## src/rtl/la_dsync_debounce_if.sv

```systemverilog
// Level bundle between an asynchronous source and la_dsync_debounce.
// The source side (master) drives the raw levels; the filter side (slave)
// returns the synchronized, debounced levels and their edge pulses.
// There is no handshake: in is a free-running level and out/rise/fall are
// plain registered levels/pulses valid on every clk cycle.
interface la_dsync_debounce_if #(
  parameter int N = 1
);
  logic [N-1:0] in;
  logic [N-1:0] out;
  logic [N-1:0] rise;
  logic [N-1:0] fall;

  modport master (
    output in,
    input  out,
    input  rise,
    input  fall
  );

  modport slave (
    input  in,
    output out,
    output rise,
    output fall
  );
endinterface

```

## src/rtl/la_dsync_debounce.sv

```systemverilog
// Multi-channel synchronizer + debounce filter + edge detect.
// Each channel runs a STAGES-deep flop chain into clk, then a stability
// counter that accepts a new level only after it has held for CYCLES clocks.
// Optional macro LA_DSYNC_DEBOUNCE_EDGE_EN enables the registered rise/fall
// pulses; without it rise/fall are constant 0 and no edge flops exist.
module la_dsync_debounce #(
  parameter        PROP   = "DEFAULT",
  parameter int    N      = 1,
  parameter int    STAGES = 2,
  parameter int    CYCLES = 4,
  parameter logic  INIT   = 1'b0
) (
  input  logic                  clk,
  input  logic                  reset,
  la_dsync_debounce_if.slave    io
);

  localparam int             CW      = $clog2(CYCLES + 1);
  localparam logic [CW-1:0]  CNT_MAX = CW'(CYCLES - 1);

  // Synchronizer chain; index 0 is the first (metastable-prone) flop.
  logic [N-1:0]  sync_q [STAGES];
  logic [N-1:0]  sync_s;

  // Filter state.
  logic [N-1:0]  out_q;
  logic [N-1:0]  out_d;
  logic [CW-1:0] cnt_q [N];
  logic [CW-1:0] cnt_d [N];

  assign sync_s = sync_q[STAGES-1];

  // Shift the raw inputs through the synchronizer chain.
  always_ff @(posedge clk) begin
    if (reset) begin
      for (int k = 0; k < STAGES; k++) begin
        sync_q[k] <= {N{INIT}};
      end
    end else begin
      sync_q[0] <= io.in;
      for (int k = 1; k < STAGES; k++) begin
        sync_q[k] <= sync_q[k-1];
      end
    end
  end

  // Per-channel stability count: any agreement with out restarts the count,
  // and the level is accepted on the CYCLES-th consecutive disagreement.
  // The counter never exceeds CYCLES-1, so it cannot wrap.
  always_comb begin
    out_d = out_q;
    for (int i = 0; i < N; i++) begin
      cnt_d[i] = '0;
      if (sync_s[i] != out_q[i]) begin
        if (cnt_q[i] == CNT_MAX) begin
          out_d[i] = sync_s[i];
        end else begin
          cnt_d[i] = cnt_q[i] + CW'(1);
        end
      end
    end
  end

  // Register the filtered level and counters.
  always_ff @(posedge clk) begin
    if (reset) begin
      out_q <= {N{INIT}};
      for (int i = 0; i < N; i++) begin
        cnt_q[i] <= '0;
      end
    end else begin
      out_q <= out_d;
      for (int i = 0; i < N; i++) begin
        cnt_q[i] <= cnt_d[i];
      end
    end
  end

  assign io.out = out_q;

`ifdef LA_DSYNC_DEBOUNCE_EDGE_EN
  logic [N-1:0] rise_q;
  logic [N-1:0] fall_q;

  // Edge pulses register together with out, so they line up with the cycle
  // in which out changes. Reset forces them low, so reset never pulses.
  always_ff @(posedge clk) begin
    if (reset) begin
      rise_q <= '0;
      fall_q <= '0;
    end else begin
      rise_q <= out_d & ~out_q;
      fall_q <= ~out_d & out_q;
    end
  end

  assign io.rise = rise_q;
  assign io.fall = fall_q;
`else
  assign io.rise = '0;
  assign io.fall = '0;
`endif

endmodule
```

## src/flat_wrapper.sv

```systemverilog
// flat-port wrapper written by rule: the top's interface ports become plain ports
module la_dsync_debounce_flat 
#(
  parameter        PROP   = "       ",
  parameter int    N      = 1,
  parameter int    STAGES = 2,
  parameter int    CYCLES = 4,
  parameter logic  INIT   = 1'b0
)
  (clk, reset, io_in, io_out, io_rise, io_fall);
  la_dsync_debounce_if #(.N(N)) io_i ();
  input  logic clk;
  input  logic reset;
  input wire logic [$bits(io_i.in)-1:0] io_in;
  output wire logic [$bits(io_i.out)-1:0] io_out;
  output wire logic [$bits(io_i.rise)-1:0] io_rise;
  output wire logic [$bits(io_i.fall)-1:0] io_fall;
  assign io_i.in = io_in;
  assign io_out = io_i.out;
  assign io_rise = io_i.rise;
  assign io_fall = io_i.fall;
  la_dsync_debounce #(.PROP(PROP), .N(N), .STAGES(STAGES), .CYCLES(CYCLES), .INIT(INIT)) u_core (.clk(clk), .reset(reset), .io(io_i));
endmodule
```

## config.mk

```make
export PLATFORM = sky130hd
export DESIGN_NAME = la_dsync_debounce_flat
export DESIGN_NICKNAME = d
export VERILOG_FILES = /design/src/rtl/la_dsync_debounce_if.sv /design/src/rtl/la_dsync_debounce.sv /design/src/flat_wrapper.sv
export SDC_FILE = /design/constraint.sdc
export NUM_CORES = 1
export LEC_CHECK = 0
export BUFFER_PORTS_ARGS = -buffer_cell sky130_fd_sc_hd__buf_2
export CAP_MARGIN = 10
export CORE_AREA = 2 2 39 41
export CTS_BUF_LIST = sky130_fd_sc_hd__clkbuf_8 sky130_fd_sc_hd__clkbuf_16
export CTS_CLUSTER_SIZE = 16
export DETAILED_ROUTE_END_ITERATION = 10
export DIE_AREA = 0 0 41 43
export PLACE_DENSITY = 0.45
export REMOVE_ABC_BUFFERS = 1
export SLEW_MARGIN = 20
export SYNTH_ARGS = -nofsm -noshare
export SYNTH_HDL_FRONTEND = slang
export SYNTH_SLANG_ARGS = --single-unit
export TNS_END_PERCENT = 1
```

## constraint.sdc

```tcl
create_clock -name clk -period 1.1 [get_ports clk]
set_clock_uncertainty 0.2 [all_clocks]
set_input_delay 0.33 -clock clk [delete_from_list [all_inputs] [get_ports clk]]
set_output_delay 0.33 -clock clk [all_outputs]
set_load 0.005 [all_outputs]
```

==> results.txt <==
status = finished, violations left
failing checks = negative setup slack
CTS sink count = 6
M2 GR Usage = 0.0531
count leader, synth = dfxtp_1
starting density of the core = 0.166
drt initial violations = 4
total grt overflow = 0
CTS tree = done
P_leak = 0.000131 uW
RSZ-0062 raised after global routing = true
Hold Crit Class = in2reg
crit path from = u_core.cnt_q[0][0]$_SDFF_PP0_
Inst Count DP = 39
Critical Path Fanout Max = 4
Max Clk Rate = 842 MHz
CTS Buf Count = 3
top cells by area, synth = dfxtp_1, ha_1, buf_4
Clock Path Buffers = 2
routed len/inst = 8.86 um
R2R Path Start = u_core.cnt_q[0][0]$_SDFF_PP0_
clk_lat worst skew = 220 ps
Post-Route WL = 381 um
maximum VDD drop = 0.000591 V
largest net degree at the start of global routing = 7
die height = 43 um
Design Power = 566 uW
core area = 1380 um^2
setup slack after layout = -87.3 ps
Tcrit/Tclk final = 1.08
dpl ws = -198 ps
Setup crit start kind = flop
worst path arrival time = 1120 ps
first-pass GRT wire length = 565 um
CP required = 1030 ps
dpl hpwl = 248 um
Remaining DRCs = 0
Most common cell on crit path = ha_4
setup violators final = 5
crit path cell chain = ha_4 -> ha_4 -> nor4_1
pwr dens = 1600 nW/um^2
max-slew violation count = 0
fin util = 0.255
Syn Inst Count = 20
syn_area_per_cell = 11.5 um^2
Post-Syn Area = 230 um^2
Antenna Nets Post-Route = 0
GR Util All Layers = 0.0583
hold path start = io_in
ANT cells = 0
Commonest cells post-synth = dfxtp_1, buf_4, ha_1, nor2b_1, nor4_1
clock root buffer = clkbuf_8
setup TNS = -356 ps
Synth top area share = 0.522
Die Wd = 41 um
Hold Buf Count CTS = 0
GR Util met3 = 0.0942
initial antenna violation count = 0
num rows = 14
Synth Warn # = 0
flops & latches, synth = 6
global routing's busiest layer = met3
H-tree depth = 1
area delta synth->final = 53.3%
via-per-instance ratio = 3.67
layout cells sized above 1 = 0.593
GR Util met1 = 0.0645
Hold Violations, Final = 0
max-cap viol count = 0
Crit. End Element = flop
Max stage delay on crit path = 320 ps
die area = 1760 um^2
Final min period = 1190 ps
Worst path slowest cell = dfxtp_2
sequential cell area fraction in the yosys report = 0.522
final cell count without fillers = 43
vias in the first global route = 138
post-synth cell types = 11
via count = 158
PortBufs = 3
Critical Setup Path Class = reg2reg
IO Count = 6
TritonRoute pass-1 iters = 2
EDFF count, synth = 0
Nets = 34
ys async rst share = 0
Synth area leader = dfxtp_1
Reg clk slew, reported paths = 40 ps
ys flop type = dfxtp_1
RePlAce Congestion = 0.556
final timing paths:
path / end / slack, ps / cells past startpoint
worst max-delay path: u_core.cnt_q[0][2]$_SDFF_PP0_ / -90 / 3
worst min-delay path: u_core.sync_q[0][0]$_SDFF_PP0_ / 120 / 2
worst max register to register: u_core.cnt_q[0][2]$_SDFF_PP0_ / -90 / 3
worst min register to register: u_core.sync_q[0][1]$_SDFF_PP0_ / 240 / 1
kinds of logic after synthesis:
kind of cell | count (synthesis) | share of synthesized area
and+or+nand+nor | 6 | 0.190
DFF | 6 | 0.522
buffers and inverters | 3 | 0.0815
adders and majority gates | 2 | 0.109
xor gates and xnor gates | 1 | 0.0381
muxes | 1 | 0.0435
other | 1 | 0.0163
worst max-delay path: cells and delay by family (launching register included):
kind,cells,cell delay (ps)
fa+ha+maj,2,330
simple gates,1,250
flops,1,320
area by class of cell:
| cell class | instances | area [um^2] |
|---|---|---|
| Tap cell | 16 | 20.0 |
| Inverter | 1 | 3.75 |
| Clock buffer | 3 | 41.3 |
| Multi-Input combinational cell | 12 | 134 |
| Timing Repair Buffer | 5 | 30.0 |
| Sequential cell | 6 | 124 |
| Fill cell | 149 | 1030 |
state kept, by name, indices dropped and copies added, names as in the netlist:
| signal | count |
|---|---|
| u_core.sync_q | 2 |
| u_core.cnt_q | 3 |
| u_core.io.out | 1 |
metrics by stage:
| stage | cell area, um^2 | hold slack [ps] |
|---|---|---|
| 2_1_floorplan | 219 | 202 |
| 3_3_place_gp | 262 | 242 |
| 3_5_place_dp | 262 | 242 |
| 4_1_cts | 339 | 119 |
| 5_1_grt | 353 | 149 |
| 6_report | 353 | 121 |
power breakdown:
part / internal (uW) / switching (uW)
Clock: 234 / 87.6
Combinational: 8.62 / 8.92
Sequential: 224 / 2.85
Total: 467 / 99.4
repair_timing:
| action | in CTS | in global routing |
|---|---|---|
| pin swaps | 2 | 2 |
| setup buffers | 1 | 0 |
| endpoints found under the setup margin | 5 | 5 |
| resized for setup | 7 | 2 |
cells in the final DEF (no fill, tap or decap):
| master | instances |
|---|---|
| dfxtp_1 | 3 |
| nor2b_1 | 2 |
| inv_1 | 1 |
| nor4_2 | 1 |
| nor2_1 | 1 |
| clkbuf_8 | 3 |
| conb_1 | 2 |
| mux2i_1 | 1 |
| xnor2_2 | 1 |
| nor4_1 | 1 |
| nor4b_2 | 1 |
| buf_2 | 3 |
| buf_4 | 2 |
| ha_4 | 2 |
| dfxtp_2 | 3 |
routing by layer:
metal  wire length, um  share of wire
met5                 0              0
met3                48           0.13
met4                 0              0
met1               139           0.36
met2               193           0.51
Note: power is estimated with default switching activity, not from simulation.
